## config.mk

```make
export PLATFORM = sky130hd
export DESIGN_NAME = fetch_pc_reg_flat
export DESIGN_NICKNAME = d
export VERILOG_FILES = /design/src/rtl/fetch_pc_reg_if.sv /design/src/rtl/fetch_pc_reg.sv /design/src/flat_wrapper.sv
export SDC_FILE = /design/constraint.sdc
export NUM_CORES = 1
export LEC_CHECK = 0
export ABC_CLOCK_PERIOD_IN_PS = 11300
export CAP_MARGIN = 20
export CORE_AREA = 2 2 166 168
export CTS_CLUSTER_DIAMETER = 150
export CTS_CLUSTER_SIZE = 40
export DETAILED_ROUTE_END_ITERATION = 16
export DIE_AREA = 0 0 168 170
export SLEW_MARGIN = 20
export SYNTH_ARGS = -nofsm -noshare
export SYNTH_HDL_FRONTEND = slang
export SYNTH_SLANG_ARGS = --single-unit
```

## constraint.sdc

```tcl
create_clock -name clk -period 11.3 [get_ports clk]
set_input_delay 1.695 -clock clk [delete_from_list [all_inputs] [get_ports clk]]
set_output_delay 1.695 -clock clk [all_outputs]
set_load 0.05 [all_outputs]
```

## src/rtl/fetch_pc_reg_if.sv

```systemverilog
// Fetch-stage bus: next-PC / stall / imem read port in, PC + decoded fields out.
// With INSTR_COUNT_EN defined the bus also carries the retired-instruction count.
interface fetch_pc_reg_if;
  logic [63:0] new_pc;
  logic        stall;
  logic [79:0] imem_data;
  logic [63:0] imem_addr;
  logic [63:0] pc;
  logic [3:0]  icode;
  logic [3:0]  ifun;
  logic [3:0]  rA;
  logic [3:0]  rB;
  logic [63:0] valC;
  logic [63:0] valP;
  logic [1:0]  stat;
  logic        instr_valid;
`ifdef INSTR_COUNT_EN
  logic [63:0] instr_count;
`endif

  modport master (
`ifdef INSTR_COUNT_EN
    input  instr_count,
`endif
    output new_pc, stall, imem_data,
    input  imem_addr, pc, icode, ifun, rA, rB, valC, valP, stat, instr_valid
  );

  modport slave (
`ifdef INSTR_COUNT_EN
    output instr_count,
`endif
    input  new_pc, stall, imem_data,
    output imem_addr, pc, icode, ifun, rA, rB, valC, valP, stat, instr_valid
  );
endinterface

```

## src/rtl/fetch_pc_reg.sv

```systemverilog
// SEQ fetch front end: PC register, Y86 instruction split/length/legality, AOK/HLT/ADR/INS status.
// Optional INSTR_COUNT_EN adds a 64-bit retired-instruction counter on the bus.
module fetch_pc_reg #(
  parameter logic [63:0] RESET_PC   = 64'd0,
  parameter int          IMEM_BYTES = 1024
) (
  input  logic           clk,
  input  logic           rst_n,
  fetch_pc_reg_if.slave  bus
);
  typedef enum logic [1:0] {S_AOK = 2'd0, S_HLT = 2'd1, S_ADR = 2'd2, S_INS = 2'd3} stat_e;

  localparam logic [64:0] W_LIM = 65'(IMEM_BYTES);

  stat_e       r_stat, w_stat_nxt;
  logic [63:0] r_pc, w_pc_nxt;
  logic [7:0]  w_b0, w_b1;
  logic [3:0]  w_icode, w_ifun, w_len, w_flen;
  logic        w_need_regs, w_has_valc, w_legal, w_addr_err;
  logic [64:0] w_end;
  logic [63:0] w_valc, w_valp;
  logic        w_instr_valid;

  assign w_b0    = bus.imem_data[7:0];
  assign w_b1    = bus.imem_data[15:8];
  assign w_icode = w_b0[7:4];
  assign w_ifun  = w_b0[3:0];

  always_comb begin
    w_need_regs = 1'b0;
    w_has_valc  = 1'b0;
    w_len       = 4'd1;
    w_legal     = 1'b0;
    case (w_icode)
      4'h0, 4'h1, 4'h9: w_legal = (w_ifun == 4'd0);
      4'h2: begin w_need_regs = 1'b1; w_len = 4'd2; w_legal = (w_ifun <= 4'd6); end
      4'h6: begin w_need_regs = 1'b1; w_len = 4'd2; w_legal = (w_ifun <= 4'd3); end
      4'hA, 4'hB: begin w_need_regs = 1'b1; w_len = 4'd2; w_legal = (w_ifun == 4'd0); end
      4'h7: begin w_has_valc = 1'b1; w_len = 4'd9; w_legal = (w_ifun <= 4'd6); end
      4'h8: begin w_has_valc = 1'b1; w_len = 4'd9; w_legal = (w_ifun == 4'd0); end
      4'h3, 4'h4, 4'h5: begin
        w_need_regs = 1'b1; w_has_valc = 1'b1; w_len = 4'd10; w_legal = (w_ifun == 4'd0);
      end
      default: w_legal = 1'b0;
    endcase
  end

  // Register-byte instructions carry valC one byte later than jXX/call.
  always_comb begin
    w_valc = 64'd0;
    if (w_has_valc) w_valc = w_need_regs ? bus.imem_data[79:16] : bus.imem_data[71:8];
  end

  // An illegal opcode is treated as one byte long for both valP and the range check.
  assign w_flen     = w_legal ? w_len : 4'd1;
  assign w_valp     = r_pc + 64'(w_flen);
  assign w_end      = {1'b0, r_pc} + 65'(w_flen);
  assign w_addr_err = (w_end > W_LIM);

  // State register
  always_ff @(posedge clk or negedge rst_n) begin
    if (!rst_n) begin
      r_stat <= S_AOK;
      r_pc   <= RESET_PC;
    end else begin
      r_stat <= w_stat_nxt;
      r_pc   <= w_pc_nxt;
    end
  end

  // Next state: only AOK moves; the fault states are absorbing until reset.
  always_comb begin
    w_stat_nxt = r_stat;
    w_pc_nxt   = r_pc;
    if (r_stat == S_AOK && !bus.stall) begin
      if (w_addr_err)          w_stat_nxt = S_ADR;
      else if (!w_legal)       w_stat_nxt = S_INS;
      else if (w_icode == 4'h0) begin
        w_stat_nxt = S_HLT;
        w_pc_nxt   = w_valp;
      end else                 w_pc_nxt   = bus.new_pc;
    end
  end

  // Outputs
  always_comb begin
    w_instr_valid = (r_stat == S_AOK) && w_legal;
  end

  assign bus.imem_addr   = r_pc;
  assign bus.pc          = r_pc;
  assign bus.icode       = w_icode;
  assign bus.ifun        = w_ifun;
  assign bus.rA          = w_need_regs ? w_b1[7:4] : 4'hF;
  assign bus.rB          = w_need_regs ? w_b1[3:0] : 4'hF;
  assign bus.valC        = w_valc;
  assign bus.valP        = w_valp;
  assign bus.stat        = r_stat;
  assign bus.instr_valid = w_instr_valid;

`ifdef INSTR_COUNT_EN
  logic [63:0] r_icnt;
  logic        w_retire;

  // Halt retires too; the count wraps naturally at 2^64.
  assign w_retire = (r_stat == S_AOK) && !bus.stall && w_legal && !w_addr_err;

  always_ff @(posedge clk or negedge rst_n) begin
    if (!rst_n)        r_icnt <= 64'd0;
    else if (w_retire) r_icnt <= r_icnt + 64'd1;
  end

  assign bus.instr_count = r_icnt;
`endif
endmodule

```

## src/flat_wrapper.sv

```systemverilog
// flat-port wrapper written by rule: the top's interface ports become plain ports
module fetch_pc_reg_flat 
#(
  parameter logic [63:0] RESET_PC   = 64'd0,
  parameter int          IMEM_BYTES = 1024
)
  (clk, rst_n, bus_new_pc, bus_stall, bus_imem_data, bus_imem_addr, bus_pc, bus_icode, bus_ifun, bus_rA, bus_rB, bus_valC, bus_valP, bus_stat, bus_instr_valid);
  fetch_pc_reg_if bus_i ();
  input  logic clk;
  input  logic rst_n;
  input wire logic [$bits(bus_i.new_pc)-1:0] bus_new_pc;
  input wire logic [$bits(bus_i.stall)-1:0] bus_stall;
  input wire logic [$bits(bus_i.imem_data)-1:0] bus_imem_data;
  output wire logic [$bits(bus_i.imem_addr)-1:0] bus_imem_addr;
  output wire logic [$bits(bus_i.pc)-1:0] bus_pc;
  output wire logic [$bits(bus_i.icode)-1:0] bus_icode;
  output wire logic [$bits(bus_i.ifun)-1:0] bus_ifun;
  output wire logic [$bits(bus_i.rA)-1:0] bus_rA;
  output wire logic [$bits(bus_i.rB)-1:0] bus_rB;
  output wire logic [$bits(bus_i.valC)-1:0] bus_valC;
  output wire logic [$bits(bus_i.valP)-1:0] bus_valP;
  output wire logic [$bits(bus_i.stat)-1:0] bus_stat;
  output wire logic [$bits(bus_i.instr_valid)-1:0] bus_instr_valid;
  assign bus_i.new_pc = bus_new_pc;
  assign bus_i.stall = bus_stall;
  assign bus_i.imem_data = bus_imem_data;
  assign bus_imem_addr = bus_i.imem_addr;
  assign bus_pc = bus_i.pc;
  assign bus_icode = bus_i.icode;
  assign bus_ifun = bus_i.ifun;
  assign bus_rA = bus_i.rA;
  assign bus_rB = bus_i.rB;
  assign bus_valC = bus_i.valC;
  assign bus_valP = bus_i.valP;
  assign bus_stat = bus_i.stat;
  assign bus_instr_valid = bus_i.instr_valid;
  fetch_pc_reg #(.RESET_PC(RESET_PC), .IMEM_BYTES(IMEM_BYTES)) u_core (.clk(clk), .rst_n(rst_n), .bus(bus_i));
endmodule
```

== Word-level counts from Yosys, hierarchy flattened ==
Index checks and enable logic that the tools add are counted.
Operators by class
  equality and inequality tests: 12
  reduce and logical (&&, ||, !) cells: 15
  order comparisons: 3
  add/sub/neg operators: 2
  bitwise logic cells: 1
  multiplexer cells: 13
Operators with widths (number)
  $mux W64: 3
  $add A64 B4 Y65: 1
  $gt A65 B11 Y1 const B: 1
  $add A64 B4 Y64: 1
  $eq A4 B3 Y1 const B: 4
  $eq A4 B4 Y1 const B: 4
  $mux W4: 3
  $pmux W4 S3: 1
  $reduce_or A9 Y1: 1
  $eq A4 B2 Y1 const B: 2
  $logic_not A4 Y1: 2
  $reduce_or A7 Y1: 1
  $mux W2: 3
  $reduce_or A5 Y1: 1
  $eq A4 B1 Y1 const B: 1
  $le A4 B2 Y1 const B: 1
  $le A4 B3 Y1 const B: 1
  $reduce_or A2 Y1: 2
  $reduce_or A4 Y1: 1
  $ne A3 B3 Y1 const B: 1
  $pmux W1 S3: 1
  $reduce_and A3 Y1: 1
  $reduce_or A3 Y1: 1
  $logic_and A1 B1 Y1: 2
  5 further kinds: 6
Storage, ports and cells
  output and inout port bits: 275
  flip-flop bits (word level): 66
  bits of input ports: 147
  logic and storage cells: 48

== Depth between registers and ports, before layout ==
Gate-level depths: netlist of run 1.
  word-level depth: 8
  mapped depth: 23
  gate-level depth less buffers: 18

== Worst setup path before layout of run 1 ==
Ideal clock, no wire load.
  path kind: input port to output port
  from: in bus_imem_data[6]
  to: out bus_valP[40]
  path buffers: 2
  required time: 9.605 ns
  path slack: 4.490 ns
  stages: 14
  arrival: 5.115 ns
  cell sequence: clkbuf_1 > or3_1 > a21oi_1 > nand2_1 > nor2_1 > inv_1 > ha_1 > fa_1 > a31oi_1 > nor2_1 > nand4_1 > clkbuf_1 > nor3_1 > xor2_1
Between the ends
  word-level cells in the longest chain between the ends: 5
  elaborated cells on any way between the ends: 21
  those cells by class: add/sub (1); eq/ne (11); mux (3); reduce/logical (6)
RTL lines
  from (decl): line flat_wrapper.sv:13  | input wire logic [$bits(bus_i.imem_data)-1:0] bus_imem_data;
  $eq A4 B1 Y1, or another cell as far along: line fetch_pc_reg.sv:34  | case (w_icode)
  $reduce_or A9 Y1 (no line), or another cell as far along
  $pmux W1 S3 or $pmux W4 S3 (tied branches): line fetch_pc_reg.sv:34
  $mux W4 (*): line fetch_pc_reg.sv:55  | assign w_flen = w_legal ? w_len : 4'd1;
  $add A64 B4 Y64 (*): line fetch_pc_reg.sv:56  | assign w_valp = r_pc + 64'(w_flen);
  to (decl): line flat_wrapper.sv:21  | output wire logic [$bits(bus_i.valP)-1:0] bus_valP;
Every way passes the cells marked *; elsewhere a longest branch is shown, timed or not.

== Worst setup path after layout of run 1 ==
  from: in bus_imem_data[5]
  to: out bus_valP[54]
Same word-level chain as after synthesis.

==> flow_summary.toml, run 1 <==
[pwr]
powerDensity_nw_per_um2 = 64.6
power.leakage_nw = 4.39
peakVddDrop_uv = 50.0

[placed_design]
globalplace.congestion = 0.863
port_buffers = 421
dp_hpwl_microns = 28200
post-place-ws_ns = 2.13
dp.cells = 1612

[final_layout]
drive_above_1_share = 0.0724
mostFrequentLayoutCell = "clkdlybuf4s50_1"
fillerInstances = 2713
area_delta_synth_final_pct = 57.9
final_cells = 1629
final_util = 0.426
final_cell_mix = "420 x clkdlybuf4s50_1, 186 x nand2_1, 91 x a21oi_1"
num-nets-final = 1433

[floorplan]
core-area_sq_um = 26700
io_pins = 422
die_area_sq_um = 28600
rows = 60
die_y_microns = 170
die_x_microns = 168
start_util = 0.270

[critical_path]
endpoint_kind = "primary output"
crit_type = "in -> out"
reg2reg_slack_ns = 5.55
startpoint = "bus_imem_data[5]"
reg2reg_from = "u_core.bus.imem_addr[0]$_DFFE_PN0P_"
cp.required_ns = 9.61
startpoint_type = "input pin"
worst-path-max-fanout = 65
crit_arrival_ns = 7.58

[sta]
period_share = 0.820
hold_violations = 0
worstMarginPinSlew_ns = 1.06
drv_slew = 0
finalHoldWorstSlack_ns = 0.565
finClkSkew_ns = 0.00777
setup_viol = 0
period_needed_ns = 9.27
slew_headroom = 0.293
setup_tns_ns = 0
rsz0062_at_grt = "false"
worst_slack_ns = 2.03
max_freq_ghz = 0.108

[global_routing]
grt_overflow = 0
grt_max_degree = 73
grt_pass1_vias = 8223
grt_use_total = 0.239
grt_pass1_wl_microns = 52100
antenna_found_initial = 4

[clock_tree]
clock-sinks = 66
clk_latency_ns = 0.35
cts_buffer_depth = 2
cts_tree = "built"
h-tree-depth = 3
cts_hold_buffers = 0
root_buffer = "clkbuf_16"
path_clk_slew_ns = 0.06
postCtsSetupBuffers = 0
cts-buffers-inserted = 9
cts_resized = 0

[job]
drv_cap = 0

[routing]
drt_iter0_markers = 550
antenna_left = 0
drc_errors = 0
viasPerCell = 5.30
avgRoutedWirePerCell_microns = 21.7
first_pass_iters = 6
finalWirelength_microns = 35300
vias = 8629

[yosys]
synth_area_leaders = "dfrtp_1 23%, nand2_1 9.7%, buf_4 7.5%"
ys_ff_latch = 66
syn_area_sq_um = 7200
seq_area_frac_synth = 0.229
yosys.area.top_type_share = 0.229
syn_nets = 1131
syn-mean-instance-area_sq_um = 7.34
synth-edff-count = 0
ys_async_sr_fraction = 1.00
yosys_warnings = 0
ys.flop_type = "dfrtp_1"
syn_inst = 980
synth_cell_types = 61
yosysTopAreaCell = "dfrtp_1"

[status]
status = "complete, no violations"

[min_path]
hold_start = "u_core.bus.stat[1]$_DFFE_PN0P_"
hold_path.class = "reg -> reg"
==> report_power, final <==
group	internal, W	switching, W
Sequential	0.000236	0.00000000000000000000991
Clock	0.000151	0.000113
Combinational	0.0000947	0.000138
Total	0.000482	0.000251
==> per-layer routing <==
metal  vias to the layer above  wire, microns  track usage
met4                         2            805       0.0756
li1                       4004              -            -
met5                         -             13            0
met1                      4123          13000        0.269
met2                       456          18700        0.450
met3                        44           2820       0.0491
==> critical path: stages <==
cell and delay [ns]:
clkdlybuf4s50_1 0.69, a21oi_1 0.18, mux2i_4 0.15, buf_4 0.52, nor2_1 0.20, inv_1 0.10, ha_1 0.18, fa_1 0.26
a31oi_1 0.15, nor2_1 0.66, nand4_1 0.93, nor4_1 0.72, xor2_1 0.22, clkdlybuf4s50_1 0.86
==> state kept, by name, indices dropped and copies added (netlist names) <==
signal and flops:
u_core.bus.imem_addr 64, u_core.bus.stat 2
==> path summary, 6_finish.rpt <==
kind                                                         to  cells after the start
setup / recovery                                   bus_valP[54]                     14
hold / removal                   u_core.bus.stat[1]$_DFFE_PN0P_                      1
setup reg to reg           u_core.bus.imem_addr[10]$_DFFE_PN0P_                     12
hold reg to reg                  u_core.bus.stat[1]$_DFFE_PN0P_                      1
max in group asynchronous  u_core.bus.imem_addr[45]$_DFFE_PN0P_                      1
min in group asynchronous  u_core.bus.imem_addr[14]$_DFFE_PN0P_                      1
==> stage by stage <==
stage	area (sq um)	total power (W)
floorplan	7200	0.000364
global placement	11100	0.000475
detailed placement	11100	0.000476
CTS	11400	0.000742
global route	11400	0.000762
finish	11400	0.000734
==> cell families after synthesis <==
kind of cell	after synthesis	synth area share
XOR/XNOR	53	0.0645
adder cells (fa/ha/maj)	4	0.00800
multiplexers	52	0.0746
AO/OA/AOI/OAI	198	0.185
AND/OR/NAND/NOR	441	0.308
buffers and inverters	166	0.130
flip-flops	66	0.229
==> cell type report <==
type / instances / area [sq um] / share of cell area
Sequential cell: 66 / 1650 / 0.145
Clock buffer: 11 / 243 / 0.0214
Multi-Input combinational cell: 748 / 4640 / 0.408
Timing Repair Buffer: 429 / 4270 / 0.376
Antenna cell: 3 / 7.51 / 0.000661
Clock inverter: 3 / 17.5 / 0.00154
Inverter: 28 / 105 / 0.00925
Tap cell: 341 / 427 / 0.0375
==> cell usage after synthesis, drive strengths merged (6+ instances only) <==
library cell and number:
nor4 37, clkbuf 47, mux2 10, mux2i 42, o31a 8, dfrtp 66
and4 6, or3 9, inv 28, nand2 186, o21bai 36, a21oi 92
or4 10, nand4 33, nand2b 12, and2 9, nand3 31, o31ai 7
nor3 21, or2 13, buf 91, a31oi 6, o21ai 23, nor2 47
and3 17, xor2 15, xnor2 38
Note: power is estimated with default switching activity, not from simulation.
==> run 2: changes to the inputs <==
--- a/config.mk
+++ b/config.mk
@@ -5,7 +5,7 @@
 export SDC_FILE = /design/constraint.sdc
 export NUM_CORES = 1
 export LEC_CHECK = 0
-export ABC_CLOCK_PERIOD_IN_PS = 11300
+export ABC_CLOCK_PERIOD_IN_PS = 8300
 export CAP_MARGIN = 20
 export CORE_AREA = 2 2 166 168
 export CTS_CLUSTER_DIAMETER = 150
==> constraint.sdc (replaced) <==
create_clock -name clk -period 8.3 [get_ports clk]
set_input_delay 1.245 -clock clk [delete_from_list [all_inputs] [get_ports clk]]
set_output_delay 1.245 -clock clk [all_outputs]
set_load 0.05 [all_outputs]
==> run 2 against run 1 <==
Against the previous run: final cell count up 0.12%; cell area grew 0.59%; clock-buffer cell count down 1; largest cell class unchanged.
==> flow_summary.toml, run 2 (synthesized netlist as in run 1, its figures left out) <==
[final_layout]
mostFrequentLayoutCell = "clkdlybuf4s50_1"
final_util = 0.429
area_delta_synth_final_pct = 58.8
num-nets-final = 1435
drive_above_1_share = 0.0807
largest_register_ffs = 64
fillerInstances = 2717
final_cell_mix = "414 x clkdlybuf4s50_1, 186 x nand2_1, 91 x a21oi_1"

[pwr]
combPwrFrac = 0.297
p_sw_w = 0.000349
internal-power_w = 0.000723
power.leakage_nw = 4.45
swShare = 0.326
powerDensity_nw_per_um2 = 93.7
peakVddDrop_uv = 96.1
pwr-share-seq = 0.300
power_frac_clock = 0.403

[routing]
finalWirelength_microns = 35100
first_pass_iters = 8
viasPerCell = 5.24
vias = 8547
antenna_left = 0
drc_errors = 0
avgRoutedWirePerCell_microns = 21.5
drt_iter0_markers = 602

[floorplan]
die_x_microns = 168
die_area_sq_um = 28600
io_pins = 422
rows = 60
die_y_microns = 170
core-area_sq_um = 26700
start_util = 0.270

[clock_tree]
clk_latency_ns = 0.34
cts_tree = "built"
cts_hold_buffers = 0
cts-buffers-inserted = 9
cts_resized = 0
path_clk_slew_ns = 0.06
root_buffer = "clkbuf_16"
clock-sinks = 66
cts_buffer_depth = 2
h-tree-depth = 3
postCtsSetupBuffers = 0

[global_routing]
grt_overflow = 0
grt_pass1_vias = 8218
grt_pass1_wl_microns = 52300
grt_max_degree = 67
grt_use_total = 0.238
antenna_found_initial = 2

[placed_design]
globalplace.congestion = 0.893
port_buffers = 421
dp_hpwl_microns = 28300

[critical_path]
max_stage_delay_ns = 0.71
path_cells = "clkdlybuf4s50_1 > or3_1 > a21oi_1 > nand2_1 > nor2_1 > inv_1 > ha_1 > fa_1 > a31oi_1 > nor2_1 > buf_4 > nand4_1 > nor4_1 > or2_2 > clkdlybuf4s50_1"
crit_family = "simple AND/OR/NAND/NOR gates"
startpoint_type = "input pin"
worst-path-max-fanout = 16
cp_slowest_cell = "clkdlybuf4s50_1"
crit_buf_inv = 4
cp.required_ns = 7.05
crit_type = "in -> out"
crit_arrival_ns = 5.86
endpoint_kind = "primary output"

[sta]
period_needed_ns = 7.11
drv_slew = 0
max_freq_ghz = 0.141
slew_headroom = 0.283
setup_viol = 0
setup_tns_ns = 0
finClkSkew_ns = 0.00859
rsz0062_at_grt = "false"
worstMarginPinSlew_ns = 1.05
hold_violations = 0
period_share = 0.857

[min_path]
hold_path.class = "reg -> reg"

[job]
drv_cap = 0

[status]
status = "complete, no violations"
==> run 2: cell count changes in the layout (fill, tap and decap cells not counted), sizes merged, moves of 2 or more <==
cell	change
buf	+8
bufinv	+2
clkdlybuf4s50	-6
diode	-2
==> run 2: metal layers <==
layer	wire length [microns]	share of wire	GRT usage	up-vias
li1	-	-	-	4006
met1	13500	0.38	0.275	4089
met2	18800	0.54	0.455	409
met3	2290	0.065	0.0442	41
met4	517	0.015	0.0503	2
met5	13	0.00037	0	-
==> run 2: path summary, 6_finish.rpt <==
path / startpoint / end / slack, ns / cells past startpoint
max in group asynchronous: rst_n / u_core.bus.imem_addr[47]$_DFFE_PN0P_ / 6.67 / 1
worst min register to register: u_core.bus.stat[1]$_DFFE_PN0P_ / u_core.bus.stat[1]$_DFFE_PN0P_ / 0.56 / 1
min in group asynchronous: rst_n / u_core.bus.imem_addr[8]$_DFFE_PN0P_ / 1.04 / 1
worst max-delay path: bus_imem_data[6] / bus_valP[56] / 1.19 / 15
worst max register to register: u_core.bus.imem_addr[11]$_DFFE_PN0P_ / u_core.bus.imem_addr[56]$_DFFE_PN0P_ / 2.83 / 10
worst min-delay path: u_core.bus.stat[1]$_DFFE_PN0P_ / u_core.bus.stat[1]$_DFFE_PN0P_ / 0.56 / 1
==> run 2: cell type report <==
| cell class | instances | area (sq um) | share of cell area |
|---|---|---|---|
| multi-input cells | 748 | 4650 | 0.406 |
| repair buffers | 431 | 4270 | 0.374 |
| flip-flops and latches | 66 | 1650 | 0.144 |
| well taps | 341 | 427 | 0.0373 |
| clock buffers | 10 | 239 | 0.0209 |
| inverters | 28 | 105 | 0.00919 |
| clock inverters | 6 | 88.8 | 0.00777 |
| diodes | 1 | 2.50 | 0.000219 |
==> run 2: worst register-to-register path, stage by stage (launching register included) <==
cell and delay [ns]:
dfrtp_1 0.65, nand2_1 0.29, nor3_2 0.71, nand4_1 0.80, nor4_1 0.65, xor2_1 0.18
or4b_2 0.79, nor4_4 0.41, nand4b_1 0.16, buf_4 0.34, o31ai_1 0.39
==> run 2: power by group through the flow <==
| stage | clock (W) | combinational, W | sequential, W |
|---|---|---|---|
| finish | 0.000432 | 0.000318 | 0.000322 |
| global route | 0.000450 | 0.000340 | 0.000322 |
| CTS | 0.000437 | 0.000323 | 0.000322 |
| detailed placement | 0 | 0.000322 | 0.000328 |
| global placement | 0 | 0.000321 | 0.000328 |
| floorplan | 0 | 0.000167 | 0.000328 |
==> run 2: stage by stage <==
step / hold slack (ns) / setup WS (ns) / power (W) / area [sq um] / instances
after floorplan: 0.806 / 2.27 / 0.000495 / 7200 / 980
after global placement: 0.560 / 1.19 / 0.000649 / 11100 / 1614
after detailed placement: 0.567 / 1.06 / 0.000649 / 11100 / 1614
after CTS: 0.582 / 1.15 / 0.00108 / 11400 / 1630
after global routing: 0.603 / 0.766 / 0.00111 / 11400 / 1631
final: 0.563 / 1.19 / 0.00107 / 11400 / 1631
==> run 3: changes to the inputs <==
--- a/config.mk
+++ b/config.mk
@@ -7,11 +7,11 @@
 export LEC_CHECK = 0
 export ABC_CLOCK_PERIOD_IN_PS = 8300
 export CAP_MARGIN = 20
-export CORE_AREA = 2 2 166 168
+export CORE_AREA = 2 2 165 167
 export CTS_CLUSTER_DIAMETER = 150
 export CTS_CLUSTER_SIZE = 40
 export DETAILED_ROUTE_END_ITERATION = 16
-export DIE_AREA = 0 0 168 170
+export DIE_AREA = 0 0 167 169
 export SLEW_MARGIN = 20
 export SYNTH_ARGS = -nofsm -noshare
 export SYNTH_HDL_FRONTEND = slang
==> run 3 against run 2 <==
Against the previous run: power rose by 1.8%; non-clock buffer count stayed put; combinational power about the same; clock-buffer cell count increased by 1; final cell count about the same; setup slack got worse by 0.15 ns; largest power group unchanged; clock skew rose by 0.0015 ns; clock power grew 4%; flip-flop and latch count stayed put; utilization grew 0.29 points; hold slack better by 0.0081 ns; via count did not move.
==> flow_summary.toml, run 3 (synthesized netlist as in run 1, its figures left out) <==
[critical_path]
cp_slowest_cell = "clkdlybuf4s50_1"
endpoint_kind = "primary output"
crit_arrival_ns = 6.02
reg2reg_slack_ns = 3.25
startpoint = "bus_imem_data[6]"
crit_buf_inv = 2
crit_type = "in -> out"
max_stage_delay_ns = 0.84
cp.required_ns = 7.05
crit_family = "simple AND/OR/NAND/NOR gates"
startpoint_type = "input pin"
reg2reg_from = "u_core.bus.imem_addr[0]$_DFFE_PN0P_"
path_cells = "clkdlybuf4s50_1 > or3_1 > a21oi_1 > nand2_1 > nor2_1 > fa_1 > a31oi_1 > nor2_1 > and4_1 > nand2_1 > nor3_1 > xor2_1 > clkdlybuf4s50_1"
worst-path-max-fanout = 12

[pwr]
powerDensity_nw_per_um2 = 95.3
peakVddDrop_uv = 69.1
power.leakage_nw = 4.45

[global_routing]
grt_pass1_wl_microns = 51200
grt_overflow = 0
grt-busiest-layer = "met2"
grt_max_degree = 67
grt_use_met2 = 0.437
grt.met1_usage = 0.268
antenna_found_initial = 1
grt_use_total = 0.234
grt_util_met3 = 0.0552
grt_pass1_vias = 8185

[clock_tree]
root_buffer = "clkbuf_16"
cts-buffers-inserted = 9
h-tree-depth = 3
cts_hold_buffers = 0
cts_resized = 0
cts_tree = "built"
path_clk_slew_ns = 0.06
clk_latency_ns = 0.35
clock-sinks = 66
postCtsSetupBuffers = 0
cts_buffer_depth = 2

[floorplan]
die_x_microns = 167
io_pins = 422
die_area_sq_um = 28200
start_util = 0.272
rows = 60
die_y_microns = 169
core-area_sq_um = 26500

[routing]
finalWirelength_microns = 34700
vias = 8547
viasPerCell = 5.24
drt_iter0_markers = 524
first_pass_iters = 5
antenna_left = 0
drc_errors = 0
avgRoutedWirePerCell_microns = 21.3

[sta]
drv_slew = 0
rsz0062_at_grt = "false"
worst_slack_ns = 1.04
setup_viol = 0
worstMarginPinSlew_ns = 1.03
setup_tns_ns = 0
hold_violations = 0
slew_headroom = 0.310
finClkSkew_ns = 0.0101
max_freq_ghz = 0.138
period_needed_ns = 7.26
period_share = 0.875
finalHoldWorstSlack_ns = 0.571

[min_path]
hold_path.class = "reg -> reg"
hold_start = "u_core.bus.stat[1]$_DFFE_PN0P_"

[final_layout]
final_cells = 1630
area_delta_synth_final_pct = 59.0
drive_above_1_share = 0.0776
diodes = 0
largest_register_ffs = 64
final_util = 0.432
final_cell_mix = "416 x clkdlybuf4s50_1, 186 x nand2_1, 91 x a21oi_1"
mostFrequentLayoutCell = "clkdlybuf4s50_1"
num-nets-final = 1435

[placed_design]
dp_hpwl_microns = 27900
dp.cells = 1614
globalplace.congestion = 0.877
post-place-ws_ns = 1.09
port_buffers = 421

[status]
status = "complete, no violations"

[job]
drv_cap = 0
==> run 3: changes by cell type in the layout (fill, tap and decap cells not counted), sizes merged <==
cell           previous run  this run
buf                      17        15
clkdlybuf4s50           414       416
bufinv                    2         3
clkbuf                   10        11
clkinvlp                  2         1
diode                     1         0
inv                      29        28
==> run 3: path summary, 6_finish.rpt <==
kind	depth (start not counted)	end
setup / recovery	13	bus_valP[34]
hold / removal	1	u_core.bus.stat[1]$_DFFE_PN0P_
setup reg to reg	13	u_core.bus.imem_addr[56]$_DFFE_PN0P_
hold reg to reg	1	u_core.bus.stat[1]$_DFFE_PN0P_
max in group asynchronous	1	u_core.bus.imem_addr[47]$_DFFE_PN0P_
min in group asynchronous	1	u_core.bus.imem_addr[25]$_DFFE_PN0P_
==> run 3: report_power, final <==
part           internal (W)             switching (W)  leakage, nW
sequential         0.000322  0.0000000000000000000141        0.818
combinational      0.000129                  0.000189         3.47
clock              0.000293                  0.000158        0.160
total              0.000744                  0.000347         4.45
==> run 3: worst reg2reg max path: cells and delay by family (launching register included) <==
family                     cells  cell delay, ns
DFF                            1            0.41
AOI/OAI and AO/OA              2            0.56
adders and majority gates      2            0.48
and+or+nand+nor                6            2.75
xor gates and xnor gates       1            0.15
buffers and inverters          2            0.60
==> run 3: through the flow <==
stage               area [sq um]  total power, W
global route               11400         0.00113
detailed placement         11100        0.000649
CTS                        11400         0.00110
finish                     11400         0.00109
floorplan                   7200        0.000495
global placement           11100        0.000648
==> run 3: routing by layer <==
layer	wire length, microns	part of all wire
met5	13	0.00037
met4	687	0.020
met3	2560	0.074
met2	18100	0.52
met1	13300	0.38
==> run 3: final cells by class <==
| type | instances | area, sq um |
|---|---|---|
| inverters | 28 | 105 |
| clock buffers | 11 | 233 |
| flip-flops and latches | 66 | 1650 |
| clock inverters | 5 | 103 |
| multi-input cells | 748 | 4650 |
| well taps | 341 | 427 |
| fillers | 2722 | 15100 |
| repair buffers | 431 | 4280 |
